### src/rtl/divisor_sequencial_pkg.sv
// Shared definitions for the sequential divider: state codes and default width.
package divisor_sequencial_pkg;

    localparam int DEF_WIDTH = 16;

    typedef enum logic [1:0] {
        IDLE = 2'd0,
        CALC = 2'd1,
        FIX  = 2'd2,
        DONE = 2'd3
    } div_state_t;

endpackage

### src/rtl/divisor_sequencial_if.sv
// Request/result bundle between the control unit (master) and the divider (slave).
interface divisor_sequencial_if
    import divisor_sequencial_pkg::*;
#(
    parameter int WIDTH = DEF_WIDTH
);
    logic             start;
    logic             signed_op;
    logic [WIDTH-1:0] dividend;
    logic [WIDTH-1:0] divisor;
    logic [WIDTH-1:0] quotient;
    logic [WIDTH-1:0] remainder;
    logic             busy;
    logic             done;
    logic             div_zero;

    modport master (
        output start, signed_op, dividend, divisor,
        input  quotient, remainder, busy, done, div_zero
    );

    modport slave (
        input  start, signed_op, dividend, divisor,
        output quotient, remainder, busy, done, div_zero
    );
endinterface

### src/rtl/divisor_sequencial_subtrator_parcial.sv
// Combinational trial subtractor: diff = a - b, borrow set when a < b.
module subtrator_parcial #(
    parameter int W = 17
) (
    input  logic [W-1:0] a,
    input  logic [W-1:0] b,
    output logic [W-1:0] diff,
    output logic         borrow
);

    // Extend by one bit so the carry-out of the subtraction is the borrow.
    assign {borrow, diff} = {1'b0, a} - {1'b0, b};

endmodule

### src/rtl/divisor_sequencial.sv
// Multi-cycle restoring divider (DIV/DIVU): quotient -> LO, remainder -> HI.
//
//  state | meaning
//  IDLE  | waiting for start
//  CALC  | one shift/trial-subtract step per cycle, WIDTH cycles
//  FIX   | sign correction and divide-by-zero override of the raw result
//  DONE  | results valid for one cycle, new start accepted here
module divisor_sequencial
    import divisor_sequencial_pkg::*;
#(
    parameter int WIDTH = DEF_WIDTH
) (
    input logic                 clk,
    input logic                 rst,
    divisor_sequencial_if.slave bus
);

    localparam int CW = (WIDTH > 2) ? $clog2(WIDTH) : 1;

    div_state_t       state;
    div_state_t       nxt;
    logic [CW-1:0]    cnt;
    logic [WIDTH-1:0] r_q;
    logic [WIDTH-1:0] q_q;
    logic [WIDTH-1:0] d_q;
    logic [WIDTH-1:0] a_orig;
    logic             sgn;
    logic             sq;
    logic             sr;
    logic             dz;
    logic [WIDTH-1:0] quo_q;
    logic [WIDTH-1:0] rem_q;
    logic             dz_out;

    logic             busy_w;
    logic             accept;
    logic [WIDTH:0]   trial_a;
    logic [WIDTH:0]   trial_b;
    logic [WIDTH:0]   trial_d;
    logic             trial_borrow;
    logic [WIDTH-1:0] fix_quo;
    logic [WIDTH-1:0] fix_rem;

    assign busy_w = (state == CALC) || (state == FIX);
    assign accept = bus.start && !busy_w;

    // The bit shifted out of R is kept as the MSB of the trial operand, so
    // divisors above 2^(WIDTH-1) in unsigned mode still compare correctly.
    assign trial_a = {r_q, q_q[WIDTH-1]};
    assign trial_b = {1'b0, d_q};

    subtrator_parcial #(.W(WIDTH + 1)) u_sub (
        .a      (trial_a),
        .b      (trial_b),
        .diff   (trial_d),
        .borrow (trial_borrow)
    );

    // Final result: divide-by-zero override, otherwise sign-corrected magnitudes.
    always_comb begin
        fix_quo = q_q;
        fix_rem = r_q;
        if (dz) begin
            fix_quo = '1;
            fix_rem = a_orig;
        end else begin
            if (sgn && sq) fix_quo = -q_q;
            if (sgn && sr) fix_rem = -r_q;
        end
    end

    // State register.
    always_ff @(posedge clk) begin
        if (rst) state <= IDLE;
        else     state <= nxt;
    end

    // Next-state logic.
    always_comb begin
        nxt = state;
        case (state)
            IDLE:    if (bus.start) nxt = CALC;
            CALC:    if (cnt == '0) nxt = FIX;
            FIX:     nxt = DONE;
            DONE:    nxt = bus.start ? CALC : IDLE;
            default: nxt = IDLE;
        endcase
    end

    // Operand latch, iteration datapath and result registers.
    always_ff @(posedge clk) begin
        if (rst) begin
            cnt    <= '0;
            r_q    <= '0;
            q_q    <= '0;
            d_q    <= '0;
            a_orig <= '0;
            sgn    <= 1'b0;
            sq     <= 1'b0;
            sr     <= 1'b0;
            dz     <= 1'b0;
            quo_q  <= '0;
            rem_q  <= '0;
            dz_out <= 1'b0;
        end else begin
            if (accept) begin
                cnt    <= CW'(WIDTH - 1);
                r_q    <= '0;
                q_q    <= (bus.signed_op && bus.dividend[WIDTH-1]) ? -bus.dividend : bus.dividend;
                d_q    <= (bus.signed_op && bus.divisor[WIDTH-1])  ? -bus.divisor  : bus.divisor;
                a_orig <= bus.dividend;
                sgn    <= bus.signed_op;
                sq     <= bus.dividend[WIDTH-1] ^ bus.divisor[WIDTH-1];
                sr     <= bus.dividend[WIDTH-1];
                dz     <= (bus.divisor == '0);
            end else if (state == CALC) begin
                cnt <= cnt - CW'(1);
                if (!trial_borrow) begin
                    r_q <= trial_d[WIDTH-1:0];
                    q_q <= {q_q[WIDTH-2:0], 1'b1};
                end else begin
                    r_q <= trial_a[WIDTH-1:0];
                    q_q <= {q_q[WIDTH-2:0], 1'b0};
                end
            end
            if (state == FIX) begin
                quo_q  <= fix_quo;
                rem_q  <= fix_rem;
                dz_out <= dz;
            end
        end
    end

    assign bus.quotient  = quo_q;
    assign bus.remainder = rem_q;
    assign bus.busy      = busy_w;
    assign bus.done      = (state == DONE);
    assign bus.div_zero  = dz_out;

endmodule

### src/flat_wrapper.sv
// flat-port wrapper written by rule: the top's interface ports become plain ports
module divisor_sequencial_flat import divisor_sequencial_pkg::*;
#(
    parameter int WIDTH = DEF_WIDTH
)
  (clk, rst, bus_start, bus_signed_op, bus_dividend, bus_divisor, bus_quotient, bus_remainder, bus_busy, bus_done, bus_div_zero);
  divisor_sequencial_if #(.WIDTH(WIDTH)) bus_i ();
  input logic clk;
  input logic rst;
  input wire logic [$bits(bus_i.start)-1:0] bus_start;
  input wire logic [$bits(bus_i.signed_op)-1:0] bus_signed_op;
  input wire logic [$bits(bus_i.dividend)-1:0] bus_dividend;
  input wire logic [$bits(bus_i.divisor)-1:0] bus_divisor;
  output wire logic [$bits(bus_i.quotient)-1:0] bus_quotient;
  output wire logic [$bits(bus_i.remainder)-1:0] bus_remainder;
  output wire logic [$bits(bus_i.busy)-1:0] bus_busy;
  output wire logic [$bits(bus_i.done)-1:0] bus_done;
  output wire logic [$bits(bus_i.div_zero)-1:0] bus_div_zero;
  assign bus_i.start = bus_start;
  assign bus_i.signed_op = bus_signed_op;
  assign bus_i.dividend = bus_dividend;
  assign bus_i.divisor = bus_divisor;
  assign bus_quotient = bus_i.quotient;
  assign bus_remainder = bus_i.remainder;
  assign bus_busy = bus_i.busy;
  assign bus_done = bus_i.done;
  assign bus_div_zero = bus_i.div_zero;
  divisor_sequencial #(.WIDTH(WIDTH)) u_core (.clk(clk), .rst(rst), .bus(bus_i));
endmodule
### config.mk
export PLATFORM = sky130hd
export DESIGN_NAME = divisor_sequencial_flat
export DESIGN_NICKNAME = d
export VERILOG_FILES = /design/src/rtl/divisor_sequencial_pkg.sv /design/src/rtl/divisor_sequencial_if.sv /design/src/rtl/divisor_sequencial_subtrator_parcial.sv /design/src/rtl/divisor_sequencial.sv /design/src/flat_wrapper.sv
export SDC_FILE = /design/constraint.sdc
export NUM_CORES = 1
export LEC_CHECK = 0
export CAP_MARGIN = 20
export CORE_MARGIN = 5
export CORE_UTILIZATION = 50
export DETAILED_ROUTE_END_ITERATION = 16
export PLACE_DENSITY = 0.75
export SYNTH_ARGS = -nofsm -noshare
export SYNTH_HDL_FRONTEND = slang
export SYNTH_SLANG_ARGS = --single-unit
### constraint.sdc
create_clock -name clk -period 2.2 [get_ports clk]
set_input_delay 0.22 -clock clk [delete_from_list [all_inputs] [get_ports clk]]
set_output_delay 0.22 -clock clk [all_outputs]
set_load 0.02 [all_outputs]
; ---- Yosys cells after proc, flatten, opt, wreduce, memory -nomap -nowiden
; Cells that the tools add are included.
[word_totals]
register_bits = 107
wordCells = 54
out_inout_bits = 35
[op_classes]
n_eq_ne = 5
n_reduce_logical = 13
n_addsub = 6
n_mux = 16
bitwise_logic = 1
[op_table]
columns = operator, n
row1 = 2-to-1 mux 16 bit, 9
row2 = negation 16 bit, 4
row3 = subtractor 17 x 16 -> 18 bit, 1
row4 = zero test 16 bit, 1
row5 = 2-to-1 mux 4 bit, 2
row6 = one-hot mux 2 bit (4 select lines), 1
row7 = logical AND 1 bit, 5
row8 = == test 2 bit (second input constant), 2
row9 = zero test 4 bit, 1
row10 = 2-to-1 mux 2 bit, 2
row11 = != test 2 bit (second input constant), 2
row12 = subtractor 4 x 1 -> 4 bit (second input constant), 1
row13 = == test 2 x 1 -> 1 bit (second input constant), 1
row14 = zero test 2 bit, 1
row15 = 2-to-1 mux 1 bit, 2
row16 = AND reduction 2 bit, 1
row17 = nonzero test 2 bit, 1
row18 = OR reduction 2 bit, 1
row19 = zero test 1 bit, 1
row20 = logical OR 1 bit, 1
row21 = bitwise XOR 1 bit, 1

; ---- Longest topological paths before layout
[logic_depth]
depth_word = 5
ltp_mapped = 12
ltp_nobuf = 10

; ---- By module
; Synthesis repeated with hierarchy kept, for this count alone.
[hier_totals]
hier_cells = 813
hier_area_um2 = 6577.6
[modules_own_cells]
columns = module, area_each_um2, instances, seq_area_each_um2, cells_each
row1 = divisor_sequencial, 5729.2, 1, 2122.0, 695
row2 = subtrator_parcial, 848.3, 1, 0.0, 118

; ---- Least setup slack after synthesis
; OpenSTA, ideal clock, no wires.
[synth_path]
kind = register to register
from = register u_core.r_q[5]
to = register u_core.r_q[6]
setup_slack_ps = -20
n_path_buf = 2
setup_ps = 132
stages_incl_launch_ff = 11
arrival_ps = 2088
period_less_slack_ps = 2220
cell_sequence = dfxtp_1 -> ha_1 -> a211o_1 -> a21oi_2 -> o22a_4 -> a31oi_4 -> or2_1 -> buf_6 -> buf_12 -> o21ai_1 -> a21oi_1
[synth_between]
elab_chain_len = 2
[synth_lines]
columns = item, line_no
row1 = from (decl), divisor_sequencial.sv:23  ; logic [WIDTH-1:0] r_q;
row2 = from (signal assigned), divisor_sequencial.sv:119  ; r_q <= trial_d[WIDTH-1:0];
row3 = from (signal assigned), divisor_sequencial.sv:122  ; r_q <= trial_a[WIDTH-1:0];
row4 = subtractor 17 x 16 -> 18 bit, divisor_sequencial_subtrator_parcial.sv:12  ; assign {borrow, diff} = {1'b0, a} - {1'b0, b};
row5 = 2-to-1 mux 16 bit (*), divisor_sequencial.sv:118  ; if (!trial_borrow) begin
; Mark *: on every way between the ends. The rest lies on a longest branch, timed or not.
; A chain may end at the register's enable or synchronous reset.

; ---- Worst setup path after layout
[layout_path]
from = register u_core.d_q[6]
to = register u_core.r_q[8]
[layout_between]
elab_chain_len = 2
[layout_lines]
columns = item, line_no
row1 = from (decl), divisor_sequencial.sv:25  ; logic [WIDTH-1:0] d_q;
row2 = from (signal assigned), divisor_sequencial.sv:110  ; d_q <= (bus.signed_op && bus.divisor[WIDTH-1]) ? -bus.divisor : bus.divisor;
row3 = subtractor 17 x 16 -> 18 bit, divisor_sequencial_subtrator_parcial.sv:12
row4 = 2-to-1 mux 16 bit, divisor_sequencial.sv:118
; No other way between the ends.

==> impl_results.md <==
* Status: finished, final reports clean
* Tcrit/Tclk final at 0.977
* Most frequent cell after synthesis: dfxtp_1
* DP Wirelength at roughly 12 mm
* H-tree levels at 3
* Clk_skew at between 0.006 and 0.007 ns
* P per Cell Area at 1480 nW/um^2
* Hold Fails Final Rpt at 0
* Overall Global Routing Usage at 0.220
* WP data required at 2.48 ns
* Yosys top cell area share at 0.333
* Final ANT Viol Nets at 0
* Worst-Skew Late Latency at about 0.35 ns
* Global-route wire length before repair at between 20 and 30 mm
* Die Span Y at 123 um
* Min-Delay Path Class: in2reg
* FP Rows at 41
* Multi-input gate area at 4130 um^2
* Initial antenna violation count at 0
* Die area at 15100 um^2
* Synth-to-layout area growth at 30.5%
* Initial Util at 0.507
* Mean post-synth cell area at 7.91 um^2
* Switching pwr at 5.22 mW
* Sequential share of power at 0.245
* Clock root cell: clkbuf_16
* Die Span X at 123 um
* Cell internal pwr at between 7 and 8 mW
* Post-Syn Nets at 869
* Vias in the first global route at 5560
* Measured slew at the worst slew-check pin at between 0.6 and 0.7 ns
* Syn Std Cell Area at 6380 um^2
* Crit start category: register
* Max stage delay on crit path at about 0.34 ns
* Comb pwr share at 0.618
* Pin count of the biggest net entering global routing at 66
* Core Region at roughly 13000 um^2
* Drt initial violations at between 600 and 700
* Final min period at 2.15 ns
* Seq. cell area at 2130 um^2
* Final setup vio count at 0
* Post-DR vias/cell at approximately 5.6
* Distinct cells, synth at 66
* # DRC at 0
* EDFF count, synth at 0
* Largest area contributor in the netlist: dfxtp_1
* First-pass iteration count of the detailed router at 6
* Routed vias at between 6k and 7k
* CTS tree: done
* Tot Pwr at 12.3 mW
* Crit. End Element: register
* Nets@finish at 986
* Hold_buf cts at 0
* Critical path cell sequence: inv_2 > ha_4 > a211o_1 > a21oi_2 > o22a_4 > a31oi_4 > or2_4 > buf_6 > a41o_1 > a21oi_2
* CTS clk-pin slew, worst paths at ~0.070 ns
* DRT Wirelength at 17.0 mm
* Total gr overflow at 0
* Top area cells in the synthesized netlist: dfxtp_1 (33%), nand2_1 (5.7%), nor2_1 (5.4%), a21oi_1 (5.2%), ha_1 (5.1%)
* Cells after synthesis at about 800
* Worst-path maximum fanout at 10
* Synth cell count leaders: dfxtp_1 (106), nand2_1 (96), nor2_1 (91)
* CP Data Arrival Time at 2.43 ns
* # diodes at 0
* Worst IR drop on VDD at 0.849 mV
* Filler Cells Inserted at 1056
* Max-slew violations at 0
* Sw frac at 0.425
* WS Path Type: reg2reg
* Yosys reg bits at 106
* Share of cells above drive strength 1 at 0.164
* CTS Sinks at between 100 and 150
* Max Cap Viol at 0
* I/O pin total at 71
* Slowest CP cell: dfxtp_2
* WL per Instance at 15.5 um
* Cts bufs inserted at 9
* Clock Power Share at 0.137
* Rel. slew slack at 0.577
* Sequential fraction of the synthesis area at 0.333
* Bufs on Longest Clock Path at 2
* Placer Congestion at 0.880
* Synth warnings at 0
* F_max at 465 MHz
* Worst hold margin at 0.341 ns
* Post-synth ARST share at 0
* RSZ-0062 raised after global routing: yes
* Most frequent CP cell: a21oi_2
* LEAKAGE at 3.11 nW
* Ys flop type: dfxtp_1
* PortBufs at 70
[logic make-up after synthesis]
family                   synth area share
AO/OA/AOI/OAI                       0.236
XOR/XNOR                           0.0824
adder cells (fa/ha/maj)            0.0542
buffers and inverters              0.0544
flip-flops                          0.333
multiplexers                       0.0440
AND/OR/NAND/NOR                     0.196
[registers in the layout, indices dropped and copies added, names as in the netlist, 2 cells and up]
| name | flops |
|---|---|
| u_core.r_q | 16 |
| u_core.bus.quotient | 16 |
| u_core.d_q | 16 |
| u_core.state | 2 |
| u_core.a_orig | 15 |
| u_core.cnt | 4 |
| u_core.q_q | 16 |
| u_core.bus.remainder | 16 |
[routing by layer]
layer  GRT usage  up-vias  wire, um
li1            -     3099         -
met3      0.0302       17       888
met2       0.366      162      8140
met1       0.294     2855      7770
met5           0        -         0
met4      0.0707        0       236
[repair_timing]
action / in CTS / in global routing
buffers inserted: 0 / 6
setup endpoints to repair: 0 / 19
resized for setup: 0 / 44
[layout by cell type, fill, tap and decap left out, types with 13 or more instances in the layout]
cell / count
xor2_1: 28
a31oi_1: 18
nor2_1: 90
nand2_1: 94
inv_1: 37
dfxtp_1: 99
buf_4: 75
clkdlybuf4s50_1: 69
ha_1: 13
a21oi_1: 63
xnor2_1: 32
a211oi_1: 36
o21ai_0: 51
mux2i_1: 28
[final cells by class]
type / count / share of cell area
timing repair buffer: 153 / 0.166
inverter: 38 / 0.0171
multi-input combinational: 615 / 0.496
clock buffer: 13 / 0.0325
sequential: 106 / 0.256
tap: 172 / 0.0259
clock inverter: 3 / 0.00556
[power groups by stage]
stage               combinational, mW  sequential [mW]  clock (mW)
detailed placement               6.80             3.01           0
finish                           7.59             3.01        1.69
global placement                 6.73             2.99           0
CTS                              6.84             2.97        1.71
floorplan                        4.51             3.08           0
global route                     8.30             3.08        1.78
[path summary, 6_finish.rpt]
check,startpoint,to,slack [ns],depth (start not counted)
worst max-delay path,u_core.d_q[6],u_core.r_q[8],0.05,10
worst min-delay path,rst,u_core.state[1],0.34,2
worst max register to register,u_core.d_q[6],u_core.r_q[8],0.05,10
worst min register to register,u_core.a_orig[5],u_core.a_orig[5],0.46,2
[through the flow]
| step | utilization | setup WS [ns] | TNS [ns] | instances | instance area [um^2] |
|---|---|---|---|---|---|
| floorplan | - | 0.0211 | 0 | 806 | 6380 |
| CTS | 0.640 | 0.00884 | 0 | 1094 | 8040 |
| finish | 0.662 | 0.0512 | 0 | 1100 | 8320 |
| detailed placement | 0.615 | -0.0558 | -0.0994 | 1078 | 7730 |
| global route | 0.662 | -0.0709 | -0.195 | 1100 | 8320 |
| global placement | 0.615 | -0.0233 | -0.0233 | 1078 | 7730 |
[critical path, delay by kind of cell (launching register included)]
family	cells	cell delay [ns]
AOI/OAI and AO/OA	6	1.06
DFF	1	0.34
and+or+nand+nor	1	0.28
adders and majority gates	1	0.21
buffers and inverters	2	0.18
No activity file was read; power rests on OpenSTA's default activity.
